File: config.mk
export PLATFORM = sky130hd
export DESIGN_NAME = lpf_coeff_sequencer
export DESIGN_NICKNAME = d
export VERILOG_FILES = /design/src/rtl/lpf_coeff_sequencer.sv
export SDC_FILE = /design/constraint.sdc
export NUM_CORES = 1
export LEC_CHECK = 0
export ABC_AREA = 1
export CAP_MARGIN = 20
export CORE_MARGIN = 10
export CORE_UTILIZATION = 35
export CTS_CLUSTER_DIAMETER = 30
export CTS_CLUSTER_SIZE = 25
export DETAILED_ROUTE_END_ITERATION = 16
export PLACE_DENSITY = 0.59
export SLEW_MARGIN = 10
export SYNTH_ARGS = -nofsm -noshare
export SYNTH_HDL_FRONTEND = slang
export SYNTH_SLANG_ARGS = --single-unit
File: constraint.sdc
create_clock -name clk_i -period 9.76 [get_ports clk_i]
set_input_delay 1.952 -clock clk_i [delete_from_list [all_inputs] [get_ports clk_i]]
set_output_delay 1.952 -clock clk_i [all_outputs]
set_load 0.01 [all_outputs]
File: src/rtl/lpf_coeff_sequencer.sv
// Coefficient sequencer: shadow/live banks, atomic commit, DSP coefficient CE pulse and output blanking.
// Optional feature macro LPF_COEFF_FLUSH_EN adds the FLUSH state and blank_o; without it LOAD goes straight to DONE.
module lpf_coeff_sequencer #(
  parameter int                      COEFF_BITS   = 18,
  parameter int                      FLUSH_CYCLES = 12,
  parameter logic [8*COEFF_BITS-1:0] INIT_COEFFS  = {18'h10342, -18'h3216, 18'h1672, -18'h949,
                                                     18'h526, -18'h263, 18'h105, 18'h23},
  localparam int                     NCOEFF       = 8
) (
  input  logic                         clk_i,
  input  logic                         rst_i,
  input  logic                         wr_valid_i,
  input  logic [2:0]                   wr_addr_i,
  input  logic [COEFF_BITS-1:0]        wr_data_i,
  output logic                         wr_ready_o,
  input  logic                         commit_i,
  output logic [NCOEFF*COEFF_BITS-1:0] coeff_o,
  output logic                         coeff_ce_o,
  output logic                         blank_o,
  output logic                         busy_o,
  output logic                         done_o,
  output logic                         err_o
);

  if (FLUSH_CYCLES < 1) begin : g_flush_check
    $error("FLUSH_CYCLES must be at least 1");
  end

`ifdef LPF_COEFF_FLUSH_EN
  typedef enum logic [1:0] {IDLE, LOAD, FLUSH, DONE} state_t;
  localparam int CNT_W = $clog2(FLUSH_CYCLES + 1);
  logic [CNT_W-1:0] cnt;
`else
  typedef enum logic [1:0] {IDLE, LOAD, DONE} state_t;
`endif

  state_t state, state_nxt;

  logic [COEFF_BITS-1:0] shadow [NCOEFF];
  logic [NCOEFF-1:0]     mask;
  logic [NCOEFF-1:0]     mask_eff;
  logic                  wr_fire;
  logic                  commit_ok;
  logic                  commit_bad;

  assign wr_ready_o = (state != LOAD);
  assign wr_fire    = wr_valid_i & wr_ready_o;

  // A write landing on the same edge as the commit counts toward completeness.
  always_comb begin
    mask_eff = mask;
    if (wr_fire) mask_eff[wr_addr_i] = 1'b1;
  end

  assign commit_ok  = commit_i & (state == IDLE) & (&mask_eff);
  assign commit_bad = commit_i & ~commit_ok;

  always_ff @(posedge clk_i or posedge rst_i) begin
    if (rst_i) state <= IDLE;
    else       state <= state_nxt;
  end

  always_comb begin
    state_nxt = state;
    busy_o    = (state != IDLE);
    done_o    = (state == DONE);
    blank_o   = 1'b0;
    case (state)
      IDLE: if (commit_ok) state_nxt = LOAD;
`ifdef LPF_COEFF_FLUSH_EN
      LOAD: begin
        blank_o   = 1'b1;
        state_nxt = FLUSH;
      end
      FLUSH: begin
        blank_o = 1'b1;
        if (cnt == '0) state_nxt = DONE;
      end
`else
      LOAD: state_nxt = DONE;
`endif
      DONE:    state_nxt = IDLE;
      default: state_nxt = IDLE;
    endcase
  end

  always_ff @(posedge clk_i or posedge rst_i) begin
    if (rst_i) begin
      for (int unsigned i = 0; i < NCOEFF; i++)
        shadow[i] <= INIT_COEFFS[i*COEFF_BITS +: COEFF_BITS];
      mask       <= '0;
      coeff_o    <= INIT_COEFFS;
      coeff_ce_o <= 1'b0;
      err_o      <= 1'b0;
`ifdef LPF_COEFF_FLUSH_EN
      cnt        <= '0;
`endif
    end else begin
      coeff_ce_o <= 1'b0;
      err_o      <= commit_bad;
      if (wr_fire) shadow[wr_addr_i] <= wr_data_i;
      if (commit_ok) mask <= '0;
      else           mask <= mask_eff;
      if (state == LOAD) begin
        for (int unsigned i = 0; i < NCOEFF; i++)
          coeff_o[i*COEFF_BITS +: COEFF_BITS] <= shadow[i];
        coeff_ce_o <= 1'b1;
`ifdef LPF_COEFF_FLUSH_EN
        cnt        <= CNT_W'(FLUSH_CYCLES - 1);
`endif
      end
`ifdef LPF_COEFF_FLUSH_EN
      else if (state == FLUSH && cnt != '0) begin
        cnt <= cnt - 1'b1;
      end
`endif
    end
  end

endmodule
; Yosys cells after proc, flatten, opt, wreduce, memory -nomap -nowiden
; Cells that the tools add are included.
[totals]
reg_bits = 300
output_inout_bits = 150
[op_classes]
n_lt_le_gt_ge = 4
eq_ne = 4
muxes = 10
bitwise_logic = 7
reduce_logical = 5
[ops]
columns = cell, n
row1 = $bwmux W144, 1
row2 = $demux W18 S3, 1
row3 = $mux W18, 1
row4 = $mux W8, 2
row5 = $or A8 B8 Y8, 1
row6 = $reduce_and A8 Y1, 1
row7 = $and A1 B1 Y1, 4
row8 = $ge A4 B4 Y1 const B, 1
row9 = $lt A3 B4 Y1 const B, 1
row10 = $lt A4 B1 Y1 const B, 1
row11 = $not A3 Y4, 1
row12 = $pmux W2 S2, 1
row13 = $demux W1 S3, 1
row14 = $ge A3 B1 Y1 const B, 1
row15 = $eq A2 B1 Y1 const B, 1
row16 = $eq A2 B2 Y1 const B, 1
row17 = $logic_and A1 B1 Y1, 2
row18 = $logic_not A2 Y1, 1
row19 = $mux W1, 2
row20 = $mux W2, 1
row21 = $ne A2 B1 Y1 const B, 1
row22 = $ne A2 B2 Y1 const B, 1
row23 = $reduce_bool A2 Y1, 1
row24 = $not A1 Y1, 1

; Longest topological paths before layout
; Gate-level depths: netlist of the first run.
[logic_depth]
depth_word = 10
mapped_depth = 9

; Worst setup path before layout of the first run
; OpenSTA, ideal clock, no wires.
[synth_path]
kind = reg-to-output
start = reg state[1]
end = out wr_ready_o
arrival_ns = 0.980
required_time_ns = 7.808
setup_slack_ns = 6.828
stages_incl_launch_ff = 5
path_cell_list = dfrtp_1 inv_2 nand2_2 buf_2 buf_1
[synth_via]
elab_chain_len = 1
[synth_rtl]
columns = element, line
row1 = "start, declared", 37  ; state_t state, state_nxt;
row2 = "start signal, assigned", 60  ; else state <= state_nxt;
row3 = $ne A2 B1 Y1, 46  ; assign wr_ready_o = (state != LOAD);
row4 = "end, declared", 15  ; output logic wr_ready_o,
; Every way passes these cells.

; Worst setup path in the final report of the first run
; Same ends and word-level chain as after synthesis.

==> results of run 1 <==
==> through the flow <==
step	power [mW]	std cells	hold slack (ns)
floorplan	2.449	1167	0.4422
global placement	3.053	1694	0.4496
detailed placement	3.080	1695	0.4505
CTS	5.645	1827	0.4553
global route	5.869	1827	0.4743
finish	5.562	1829	0.4551
==> area by class of cell <==
type	count	area, um^2	share of cell area [%]
inverters	76	294.0	1.838
multi-input cells	735	3105	19.41
clock inverters	37	589.3	3.683
diodes	2	5.005	0.03128
clock buffers	95	2018	12.61
repair buffers	182	1819	11.37
well taps	402	503.0	3.144
flip-flops and latches	300	7665	47.91
==> worst max-delay path, delay by kind of cell, from the launching register on <==
| kind | cells | cell delay, ns |
|---|---|---|
| flops | 1 | 0.41 |
| buf+inv | 2 | 0.75 |
| simple gates | 1 | 0.43 |
==> registers in the layout, summed over array words and instances (netlist names) <==
| signal | count |
|---|---|
| coeff_ce_o | 1 |
| coeff_o | 144 |
| shadow | 144 |
| mask | 8 |
| err_o | 1 |
| state | 2 |
==> layer usage <==
layer / vias to the layer above / global-route usage, %
met5: - / 0
met4: 2 / 5.160
met3: 57 / 5.231
met2: 225 / 24.47
met1: 4047 / 20.71
li1: 4062 / -
==> path summary, 6_finish.rpt <==
path	slack (ns)	startpoint	cells past startpoint	to
worst max-delay path	5.65	state[1]	3	wr_ready_o
worst min-delay path	0.46	shadow[107]	2	coeff_o[53]
worst max register to register	7.52	state[1]	9	mask[0]
worst min register to register	0.46	shadow[107]	2	coeff_o[53]
max in group asynchronous	5.95	rst_i	4	shadow[50]
min in group asynchronous	1.89	rst_i	2	shadow[125]
==> cell usage in the layout (no fill, tap or decap), types with 10 or more instances in the layout <==
cell / synthesis / routed
clkdlybuf4s50_1: 0 / 173
dfrtp_1: 174 / 174
clkbuf_8: 0 / 13
clkinvlp_4: 0 / 10
nand2_1: 517 / 517
clkbuf_1: 39 / 10
clkbuf_16: 0 / 72
dfstp_2: 126 / 126
o21ai_0: 180 / 180
bufinv_16: 0 / 12
inv_1: 74 / 73
==> logic make-up after synthesis <==
kind of cell / Yosys count
AOI/OAI and AO/OA: 191
buffers and inverters: 132
DFF: 300
other: 1
and+or+nand+nor: 543
==> power by group through the flow <==
stage                     logic, mW  clock network (mW)  registers (mW)
after floorplan               0.431                   0            2.02
after global placement         1.09                   0            1.96
after detailed placement       1.12                   0            1.96
after CTS                      1.12                2.56            1.96
after global routing           1.23                2.63            2.00
final                          1.09                2.52            1.95
==> impl_results.md, run 1 <==
* Outcome: finished, final reports clean
* Top sig layer: met5
* Final min period at 4.110 ns
* Post-synthesis mux area share at 0%
* Worst setup SP type: flip-flop
* Residual DRC at 0
* Clock slew at reported path FFs at 0.04 ns
* HP Class: reg2reg
* Tightest Pin Transition at 0.9869 ns
* Crit end category: primary output
* PD cells at 347.7 mW/mm^2
* CP arrival at 2.16 ns
* Final hold violations at 0
* Yosys warning count at 0
* Worst setup margin at 5.650 ns
* Cells after synthesis at 1,167
* Share of cells above drive strength 1 at 19.16%
* Num Clock Sinks at 300
* Crit path largest cell delay at 0.65 ns
* Crit path required time at 7.81 ns
* Avg Cell Area, Syn at 9.661 um^2
* Max Root-Sink Buffers at 3
* Setup TNS at 0 ns
* Slowest-stage cell, CP: clkdlybuf4s50_1
* Synthesized cell area at 0.01127 mm^2
* Finished Cell Area at 0.01600 mm^2
* Sw frac at 27.01%
* Final cycle utilization of the critical path at 42.12%
* DRT iter0 DRCs at 422
* Max-Cap Viols at 0
* Sequential power share at 35.1%
* Largest family of logic cells by synthesized area: simple AND/OR/NAND/NOR gates
* Final core occ at 50.57%
* Ports at 175
* Final #Nets at 1,392
* Placed cell area at 0.01339 mm^2
* CTS tree: built
* DR WL/cell at 17.06 um
* Via count of the first global-routing pass at 8,726
* Die height at 199.5 um
* DIE AREA at 0.03979 mm^2
* Crit-path max FO at 98
* Number of buffers created by CTS at 72
* Routed met3 length at 2430 um
* Register bit total from synthesis at 300
* Root buf cell: clkbuf_16
* Clk_skew at 0.01729 ns
* Post-synth ARST share at 100.0%
* Clock share of power at 45.3%
* Top FF cell, synth: dfrtp_1
* Starting Density at 35.64%
* Most frequent cell after synthesis: nand2_1
* Final setup fails at 0
* First-pass GRT wire length at 49,120 um
* Initial antenna violation count at 5
* Post-CTS Setup Inserts at 0
* Area of the core at 0.03164 mm^2
* Area leader, netlist: dfrtp_1
* DRT Pass-1 Iters at 5
* Post-synth net total at 1,192
* RePlAce Congestion at 0.7863
* H-tree level count at 3
* Share of the synthesized area in the top cell type at 38.62%
* Net switching power at 1.502 mW
* Post-CTS sizing at 0
* Post-Synth Adder-Cell Area at 0%
* Post-synth EDFFs at 0
* Max-slew violation count at 0
* Worst vdd ir at 0.1560 mV
* XOR/XNOR share of the synthesized area at 0%
* FILL cells at 2,904
* Layout area overhead at 41.90%
* Later-pin clock latency in the skew report at 0.55 ns
* Combinational Power Share at 19.6%
* Unrepaired setup endpoints after global routing: false
* LEAKAGE at 7.535 nW
* Die extent in x at 199.5 um
* IO buf count at 173
* Setup WS pre-CTS at 5.267 ns
* Wl on met1 at 13,970 um
* GR Util All Layers at 15.90%
* Post-Synth Simple-Gate Area at 18.82%
* Global route total overflow at 0
* Worst slew margin at 34.21%
* Vias per cell at 4.589
* Netlist cell types at 21
* Largest net degree at the start of global routing at 99
* Compound-Gate Fraction of Synth Area at 8.523%
* Largest cells by area after synthesis: dfrtp_1, dfstp_2, nand2_1
* CP Cell Sequence: inv_2, nand2_8, clkdlybuf4s50_1
* Cts hold-fix bufs at 0
* Max Clock Freq at 243.3 MHz
* Met2 WL post-DR at 14,160 um
* Post-DRT Antenna Nets at 0
* Sequential share of the synthesized area at 67.98%
* Vias at 8,393
* Half-perimeter wire length after placement at 19,700 um
* WL final at 31,210 um
* Setup Crit Path Kind: reg2out
* Row cnt at 65
* Top post-synthesis cells by count: nand2_1, o21ai_0, dfrtp_1
* Pint at 4.060 mW
Note: power is estimated with default switching activity, not from simulation.
==> inputs of run 2 (changes only) <==
==> constraint.sdc (replaced) <==
create_clock -name clk_i -period 3.5 [get_ports clk_i]
set_input_delay 0.7 -clock clk_i [delete_from_list [all_inputs] [get_ports clk_i]]
set_output_delay 0.7 -clock clk_i [all_outputs]
set_load 0.01 [all_outputs]
==> impl_results.md, run 2 (same netlist as run 1, synthesis figures left out) <==
* Outcome: finished, final reports clean
* HP Class: reg2reg
* Row cnt at 65 (unchanged)
* Clk_skew at 0.02773 ns (+0.01044 ns)
* Most frequent cells in the layout: nand2_1, o21ai_0, dfrtp_1, clkdlybuf4s50_1, dfstp_2
* Multi-input logic area at 0.003105 mm^2 (unchanged)
* Largest net degree at the start of global routing at 113 (+14%)
* Tightest Pin Transition at 0.7484 ns (-0.2385 ns)
* Finished Cell Area at 0.01575 mm^2 (-1.6%)
* LEAKAGE at 7.420 nW (-1.5%)
* Worst Hold Margin at 0.4595 ns (+0.004436 ns)
* Area of the core at 0.03164 mm^2 (unchanged)
* Worst r2r path cells at 9 (unchanged)
* Crit path required time at 2.80 ns (-5.01 ns)
* Vias at 8,303 (-1.1%)
* Final setup fails at 0 (unchanged)
* WL final at 31,040 um (-0.54%)
* Final #Nets at 1,388 (-0.29%)
* Hold EP: coeff_o[99]
* Worst r2r src: state[1]
* H-tree level count at 3 (unchanged)
* Residual DRC at 0 (unchanged)
* Crit end category: primary output
* Via count of the first global-routing pass at 8,729 (+0.034%)
* RR Endpoint: mask[7]
* Biggest regs: coeff_o: 144 flops, shadow: 144 flops, mask: 8 flops
* Max-Cap Viols at 0 (unchanged)
* Share of cells above drive strength 1 at 18.41% (-0.75 points)
* CP arrival at 2.25 ns (+0.09 ns)
* Final cycle utilization of the critical path at 84.17%
* Clock slew at reported path FFs at 0.05 ns (about the same)
* Root buf cell: clkbuf_16
* Worst slew margin at 50.10% (+16 points)
* Setup Crit Path Kind: reg2out
* GR Util All Layers at 15.92% (+0.026 points)
* Register Area at 0.007665 mm^2 (unchanged)
* Max-slew violation count at 0 (unchanged)
* CP delay by family, top: buffers and inverters
* Die height at 199.5 um (unchanged)
* R2R Setup Slk at 1.27 ns (-6.25 ns)
* Commonest non-fill, non-tap cell in the layout: nand2_1
* Vias per cell at 4.557 (-0.69%)
* Later-pin clock latency in the skew report at 0.55 ns (about the same)
* Layout area overhead at 39.67%
* Cts hold-fix bufs at 0 (unchanged)
* DRT iter0 DRCs at 492 (+17%)
* Max Root-Sink Buffers at 3 (unchanged)
* DR WL/cell at 17.04 um (-0.16%)
* Worst vdd ir at 0.4594 mV (+190%)
* Crit-path max FO at 112 (+14%)
* FILL cells at 2,909 (+0.17%)
* Post-DRT Antenna Nets at 0 (unchanged)
* CTS tree: built
* Final hold violations at 0 (unchanged)
* Initial antenna violation count at 1 (-4)
* Slowest-stage cell, CP: clkdlybuf4s50_1
* PD cells at 935.2 mW/mm^2 (+170%)
* DIE AREA at 0.03979 mm^2 (unchanged)
* RePlAce Congestion at 0.8120 (+3.3%)
* Die extent in x at 199.5 um (unchanged)
* Buf/Inv on CP at 2 (unchanged)
* Final min period at 2.946 ns
* Hold Path Stages at 2 (unchanged)
* Unrepaired setup endpoints after global routing: false
* Starting Density at 35.64% (unchanged)
* CP Cell Sequence: inv_2, nand2_8, clkdlybuf4s50_1
* Crit path largest cell delay at 0.67 ns (+0.02 ns)
* Num Clock Sinks at 300 (unchanged)
* Post-CTS sizing at 0 (unchanged)
* HP Start: shadow[45]
* Max Clock Freq at 339.4 MHz
* Post-CTS Setup Inserts at 0 (unchanged)
* Global route total overflow at 0 (unchanged)
* Placed cell area at 0.01343 mm^2 (+0.32%)
* Worst setup SP type: flip-flop
* DRT Pass-1 Iters at 5 (unchanged)
* First-pass GRT wire length at 49,280 um (+0.32%)
* Half-perimeter wire length after placement at 19,770 um (+0.36%)
* Ports at 175 (unchanged)
* Number of buffers created by CTS at 68 (-5.6%)
* IO buf count at 173 (unchanged)
run 2: cell types whose count changed in the layout (fill, tap and decap cells not counted), moves of 2 or more:
cell | previous run | this run
clkinv_8 | 2 | 4
clkbuf_16 | 72 | 69
buf_4 | 8 | 4
clkbuf_1 | 10 | 15
clkinv_2 | 7 | 12
clkinvlp_4 | 10 | 7
clkbuf_8 | 13 | 9
bufinv_16 | 12 | 6
buf_12 | 0 | 5
run 2: cell type report:
cell class              count  share of cell area, %
diodes                      2                0.03178
clock buffers              93                  12.11
flip-flops and latches    300                  48.67
well taps                 402                  3.194
clock inverters            32                  2.582
inverters                  76                  1.867
repair buffers            182                  11.82
multi-input cells         735                  19.72
run 2: where the power goes:
part	leakage, nW	internal [mW]	switching (mW)
logic	2.78	1.51	1.53
registers	3.53	4.86	0.590
clock network	1.12	4.27	1.97
total	7.42	10.6	4.09
run 2: metal layers:
metal	vias to the layer above	global-route usage, %	wire length, um
met4	0	6.282	753
met1	3988	20.91	14220
met3	52	4.794	2055
met2	217	24.14	14010
li1	4046	-	-
met5	-	0	0
run 2: worst min-delay path, delay by kind of cell (launching register included):
kind | cells | cell delay [ns]
DFF | 1 | 0.36
and+or+nand+nor | 2 | 0.10
run 2: worst max path at each step:
stage,startpoint,end,slack [ns],cells past startpoint
3_5_place_dp,wr_addr_i[0],mask[5],0.98,8
3_3_place_gp,wr_addr_i[0],mask[4],1.02,8
5_1_grt,state[1],wr_ready_o,0.41,3
6_report,state[1],wr_ready_o,0.55,3
2_1_floorplan,rst_i,coeff_ce_o,-1.08,1
4_1_cts,state[1],wr_ready_o,0.53,3
run 2: through the flow:
| stage | setup slack, ns | util [%] | setup TNS, ns | std cells | total power, mW |
|---|---|---|---|---|---|
| 2_1_floorplan | -1.084 | - | -194.21 | 1167 | 6.829 |
| 3_3_place_gp | 1.024 | 42.45 | 0 | 1695 | 8.531 |
| 3_5_place_dp | 0.9819 | 42.45 | 0 | 1695 | 8.587 |
| 4_1_cts | 0.5279 | 49.76 | 0 | 1820 | 14.96 |
| 5_1_grt | 0.4081 | 49.76 | 0 | 1820 | 15.59 |
| 6_report | 0.5540 | 49.78 | 0 | 1822 | 14.73 |
